[config.mk]
export PLATFORM = sky130hd
export DESIGN_NAME = icrefill
export DESIGN_NICKNAME = d
export VERILOG_FILES = /design/src/rtl/icrefill.sv
export SDC_FILE = /design/constraint.sdc
export NUM_CORES = 1
export LEC_CHECK = 0
export CORE_MARGIN = 2
export CORE_UTILIZATION = 60
export CTS_CLUSTER_SIZE = 12
export DETAILED_ROUTE_END_ITERATION = 16
export DONT_BUFFER_PORTS = 1
export PLACE_DENSITY_LB_ADDON = 0.15
export SLEW_MARGIN = 40
export SYNTH_ARGS = -nofsm -noshare
export SYNTH_HDL_FRONTEND = slang
export SYNTH_SLANG_ARGS = --single-unit
[constraint.sdc]
create_clock -name clk -period 2.2 [get_ports clk]
set_input_delay 0.44 -clock clk [delete_from_list [all_inputs] [get_ports clk]]
set_output_delay 0.44 -clock clk [all_outputs]
set_load 0.05 [all_outputs]
[src/rtl/icrefill.sv]
// Icache line refill: one miss at a time, critical-word-first burst, writes data array then tag/valid.
// Latency: each accepted beat is written to the data array on the following cycle; tag write and fill_done in the cycle after the last beat.
// Backpressure: miss_rdy only in IDLE, mem_req_val held until mem_req_rdy; optional crit word forwarding under ICREFILL_CRIT_FWD_EN.
module icrefill #(
   parameter int WORDS      = 1024,
   parameter int LINE_WORDS = 8,
   parameter int IDX_W      = $clog2(WORDS),
   parameter int OFF_W      = $clog2(LINE_WORDS),
   parameter int LINE_IDX_W = IDX_W - OFF_W,
   parameter int TAG_W      = 30 - IDX_W
) (
   input  logic                  clk,
   input  logic                  rst_n,
   input  logic                  miss_val,
   input  logic [31:0]           miss_adr,
   output logic                  miss_rdy,
   output logic                  mem_req_val,
   input  logic                  mem_req_rdy,
   output logic [31:0]           mem_req_adr,
   input  logic                  mem_rsp_val,
   input  logic [31:0]           mem_rsp_dat,
   input  logic                  mem_rsp_err,
   output logic [3:0]            dat_wr_en,
   output logic [IDX_W-1:0]      dat_wr_adr,
   output logic [31:0]           dat_wr_dat,
   output logic                  tag_wr_en,
   output logic [LINE_IDX_W-1:0] tag_wr_idx,
   output logic [TAG_W-1:0]      tag_wr_tag,
   output logic                  tag_wr_val,
`ifdef ICREFILL_CRIT_FWD_EN
   output logic                  crit_val,
   output logic [31:0]           crit_dat,
`endif
   output logic                  fill_done,
   output logic                  fill_err,
   output logic                  busy
);

   typedef enum logic [2:0] {
      S_IDLE  = 3'd0,
      S_REQ   = 3'd1,
      S_FILL  = 3'd2,
      S_DONE  = 3'd3,
      S_ABORT = 3'd4
   } state_t;

   // Counter value held when the final beat of the line arrives.
   localparam logic [OFF_W:0] LAST_BEAT = (OFF_W+1)'(LINE_WORDS - 1);

   state_t                state_q, state_d;
   logic [OFF_W:0]        cnt_q, cnt_d;
   logic [OFF_W-1:0]      ptr_q, ptr_d;
   logic [LINE_IDX_W-1:0] idx_q, idx_d;
   logic [TAG_W-1:0]      tag_q, tag_d;
   logic [3:0]            dat_wr_en_q, dat_wr_en_d;
   logic [IDX_W-1:0]      dat_wr_adr_q, dat_wr_adr_d;
   logic [31:0]           dat_wr_dat_q, dat_wr_dat_d;
   logic                  beat_ok;
   logic                  unused_adr_lsb;

   // Byte-offset bits never matter: fills are whole words.
   assign unused_adr_lsb = ^miss_adr[1:0];

   // Next-state, latch capture and registered data-array write computation.
   always_comb begin
      state_d      = state_q;
      cnt_d        = cnt_q;
      ptr_d        = ptr_q;
      idx_d        = idx_q;
      tag_d        = tag_q;
      dat_wr_en_d  = 4'b0000;
      dat_wr_adr_d = dat_wr_adr_q;
      dat_wr_dat_d = dat_wr_dat_q;
      beat_ok      = 1'b0;
      case (state_q)
         S_IDLE: begin
            if (miss_val) begin
               idx_d   = miss_adr[IDX_W+1:OFF_W+2];
               ptr_d   = miss_adr[OFF_W+1:2];
               tag_d   = miss_adr[31:IDX_W+2];
               cnt_d   = '0;
               state_d = S_REQ;
            end
         end
         S_REQ: begin
            // Responses are ignored until the request handshake has completed.
            if (mem_req_rdy) begin
               cnt_d   = '0;
               state_d = S_FILL;
            end
         end
         S_FILL: begin
            if (mem_rsp_val) begin
               if (mem_rsp_err) begin
                  state_d = S_ABORT;
               end else begin
                  beat_ok      = 1'b1;
                  dat_wr_en_d  = 4'b1111;
                  dat_wr_adr_d = {idx_q, ptr_q};
                  dat_wr_dat_d = mem_rsp_dat;
                  // Pointer wraps inside the line; the index is never touched.
                  ptr_d        = ptr_q + OFF_W'(1);
                  cnt_d        = cnt_q + (OFF_W+1)'(1);
                  if (cnt_q == LAST_BEAT) state_d = S_DONE;
               end
            end
         end
         S_DONE:  state_d = S_IDLE;
         S_ABORT: state_d = S_IDLE;
         default: state_d = S_IDLE;
      endcase
   end

   // State, latched miss fields and data-array write port registers.
   always_ff @(posedge clk or negedge rst_n) begin
      if (!rst_n) begin
         state_q      <= S_IDLE;
         cnt_q        <= '0;
         ptr_q        <= '0;
         idx_q        <= '0;
         tag_q        <= '0;
         dat_wr_en_q  <= 4'b0000;
         dat_wr_adr_q <= '0;
         dat_wr_dat_q <= '0;
      end else begin
         state_q      <= state_d;
         cnt_q        <= cnt_d;
         ptr_q        <= ptr_d;
         idx_q        <= idx_d;
         tag_q        <= tag_d;
         dat_wr_en_q  <= dat_wr_en_d;
         dat_wr_adr_q <= dat_wr_adr_d;
         dat_wr_dat_q <= dat_wr_dat_d;
      end
   end

`ifdef ICREFILL_CRIT_FWD_EN
   logic        crit_val_q, crit_val_d;
   logic [31:0] crit_dat_q, crit_dat_d;

   // First accepted beat of a fill is forwarded alongside its array write.
   always_comb begin
      crit_val_d = beat_ok && (cnt_q == '0);
      crit_dat_d = crit_val_d ? mem_rsp_dat : crit_dat_q;
   end

   // Critical word forwarding registers.
   always_ff @(posedge clk or negedge rst_n) begin
      if (!rst_n) begin
         crit_val_q <= 1'b0;
         crit_dat_q <= '0;
      end else begin
         crit_val_q <= crit_val_d;
         crit_dat_q <= crit_dat_d;
      end
   end

   assign crit_val = crit_val_q;
   assign crit_dat = crit_dat_q;
`else
   logic unused_beat_ok;
   assign unused_beat_ok = beat_ok;
`endif

   // Handshake and tag-port outputs decoded straight from the state register.
   always_comb begin
      miss_rdy    = (state_q == S_IDLE);
      busy        = (state_q != S_IDLE);
      mem_req_val = (state_q == S_REQ);
      mem_req_adr = {tag_q, idx_q, ptr_q, 2'b00};
      tag_wr_en   = (state_q == S_DONE) || (state_q == S_ABORT);
      tag_wr_val  = (state_q == S_DONE);
      tag_wr_idx  = idx_q;
      tag_wr_tag  = tag_q;
      fill_done   = (state_q == S_DONE);
      fill_err    = (state_q == S_ABORT);
   end

   assign dat_wr_en  = dat_wr_en_q;
   assign dat_wr_adr = dat_wr_adr_q;
   assign dat_wr_dat = dat_wr_dat_q;

endmodule

==> metrics.md <==
| Metric | Value |
|---|---|
| R2R Path Start | state_q[0] |
| Die Y-Extent | 81.6 um |
| M3 GR Usage | 7.58% |
| Layout cell share with drive strength beyond 1 | 52.8% |
| Pin count of the biggest net entering global routing | between 80 and 90 |
| Sequential element share of the synthesized area | 55.4% |
| Initial antenna violation count | 0 |
| H-tree Lvls | 3 |
| Initial DRC Count | 49 |
| Via density | 5.94 |
| Unrepaired setup endpoints after global routing | no |
| WL final | roughly 6.4 mm |
| Wirelength per Cell | between 20 and 25 um |
| Synth Cell Area | 3610 um^2 |
| Met2 Use GR | 31.5% |
| Critical path's largest stage delay | 0.48 ns |
| R2R setup slack | 0.31 ns |
| Setup TNS | 0 ns |
| Crit. End Element | primary output |
| Row count | 28 |
| Final setup vio count | 0 |
| GR Util met1 | 21.3% |
| Relative slew slack | a little under two thirds |
| CP Launch Point | state_q[1] |
| CP startpoint kind | flip-flop |
| Placer Congestion | 0.749 |
| Part of the cycle the worst path needs | 93.8% |
| Worst slew pin tran | 0.542 ns |
| Synth Flop Type | dfrtp_1 |
| Vias in the first global route | 1987 |
| Yosys warns | 0 |
| Synth Area per Inst | 14.7 um^2 |
| Grt ovf | 0 |
| Place WS | 0.282 ns |
| Total CTS buffers | 9 |
| Crit path DAT | 1.62 ns |
| Top Usage Layer GRT | met2 |
| Post-synthesis cell type count | 39 |
| Skew final | 0.00980 ns |
| Final min period | 2.06 ns |
| Slowest CP cell | dfrtp_2 |
| Worst-path cell chain | inv_1, and3_1, or2_2 |
| DP Wirelength | 4.63 mm |
| Worst Setup EP | tag_wr_en |
| First-pass GRT wire length | 9.45 mm |
| Crit path kind | flip-flop to primary output |
| Yosys reg bits | 80 |
| Clock Tree Root | clkbuf_8 |
| Die Area | 6660 um^2 |
| Ys async rst share | 100% |
| Post-synth EDFFs | 0 |
| Clk sink count | 80 |
| CTS tree | done |
| Gr usage total | 18.9% |
| Die X-Extent | 81.6 um |
| Via count | 1842 |
| First-pass DRT Iterations | 4 |
| Clock Latency Late Sink | 0.33 ns |
| Clk slew on worst S/H paths | 0.08 ns |
| Core box area | 5890 um^2 |
| Clock Tree Buf Depth | 2 |
| DRC errors left | 0 |
| Hold slack final | -0.207 ns |
| Io pins | 182 |
| Synthesis-to-finish area growth | 3.78% |
| Final hold viol count | 80 |
| Fin util | 63.7% |
| Port bufs | 0 |
| Worst min path class | input port to asynchronous set/reset pin |
| Slew Limit Fails | 0 |
| Max capacitance violation total | 0 |
| Mapped Cells | 246 |
| FMAX | 485 MHz |
| CP Data Required Time | 1.76 ns |
| Critical-path maximum fanout | 12 |
| Ant diodes | 0 |
| Starting Density | about three fifths |
| Failing checks | negative hold slack |
| Reg2reg path depth | 4 |
| Post-CTS setup repair buffer count | 0 |
| Outcome | complete, but fails checks |
| Total Nets Final | 302 |
| Final setup margin | approximately 0.14 ns |
| ANT nets after route | 0 |
| RR Endpoint | tag_wr_idx[6] |
repair_timing:
action / 4_1_cts / 5_1_grt
gates resized for setup: 0 / 1
setup endpoints to repair: 0 / 1
hold endpoints to repair: 80 / 80
sequential cells by signal, indices dropped and copies added, names as in the netlist:
register	count
dat_wr_dat	32
tag_wr_tag	20
dat_wr_adr	10
tag_wr_idx	7
cnt_q	4
ptr_q	3
state_q	3
dat_wr_en	1
cell usage in the layout, fill, tap and decap left out, types with 2 or more instances in the layout:
cell	Yosys	routed
clkinv_4	0	2
and3b_1	2	2
and3_1	2	2
nand3_1	2	2
nor2b_1	4	4
mux2_2	40	40
mux2_4	20	20
dfrtp_2	0	27
inv_1	4	4
clkbuf_8	0	9
clkinv_2	0	2
buf_16	0	2
a31oi_1	2	2
mux2i_1	3	3
dfrtp_1	80	53
nand2b_1	2	2
ha_1	2	2
mux2_1	13	13
buf_4	33	11
a21oi_1	4	4
buf_1	0	2
conb_1	1	2
worst min-delay path by stage:
stage | endpoint | slack [ns] | cells past startpoint | from
6_report | tag_wr_tag[15] | -0.21 | 0 | rst_n
3_5_place_dp | tag_wr_idx[2] | 0.15 | 0 | rst_n
2_1_floorplan | cnt_q[0] | 0.14 | 0 | rst_n
5_1_grt | tag_wr_tag[15] | -0.24 | 0 | rst_n
3_3_place_gp | tag_wr_idx[2] | 0.15 | 0 | rst_n
4_1_cts | dat_wr_dat[12] | -0.22 | 0 | rst_n
layer usage:
| layer | up-vias | part of all wire (%) |
|---|---|---|
| met5 | - | 0 |
| met4 | 0 | 1.8 |
| met3 | 17 | 11 |
| met2 | 110 | 50 |
| met1 | 929 | 38 |
| li1 | 786 | - |
area by class of cell:
| class | count | area (um^2) |
|---|---|---|
| fillers | 439 | 2140 |
| well taps | 75 | 93.8 |
| inverters | 5 | 18.8 |
| clock inverters | 6 | 68.8 |
| clock buffers | 10 | 128 |
| flip-flops and latches | 80 | 2040 |
| repair buffers | 16 | 165 |
| multi-input cells | 118 | 1240 |
synthesized netlist by cell type, types with 2 or more instances:
master,count,share of area [%]
a21oi_1,4,0.55
a31oi_1,2,0.35
and2_1,2,0.35
and3_1,2,0.35
and3b_1,2,0.49
buf_12,2,1.1
buf_2,2,0.28
buf_4,33,6.9
buf_6,6,1.9
dfrtp_1,80,55
ha_1,2,0.69
inv_1,4,0.42
mux2_1,13,4.1
mux2_2,40,12
mux2_4,20,8.3
mux2i_1,3,0.83
nand2b_1,2,0.35
nand3_1,2,0.28
nor2b_1,4,0.69
nor3_1,2,0.28
critical path: cells and delay by family (launching register included):
kind          cells  cell delay [ns]
buf+inv           1             0.17
flops             1             0.48
simple gates      2             0.64
through the flow:
step,instances,hold slack (ns),instance area [um^2]
floorplan,247,0.144,3620
global placement,290,0.147,3460
detailed placement,294,0.147,3540
CTS,310,-0.223,3730
global route,310,-0.238,3750
finish,310,-0.207,3750
cell families after synthesis:
logic type	synth area share (%)
AND/OR/NAND/NOR	4.54
AO/OA/AOI/OAI	2.84
flip-flops	55.4
other	0.104
adder cells (fa/ha/maj)	0.693
multiplexers	25.7
buffers and inverters	10.7
Power is not shown: default switching activity piles up to over one toggle a cycle in this logic, so the estimate is an artifact.
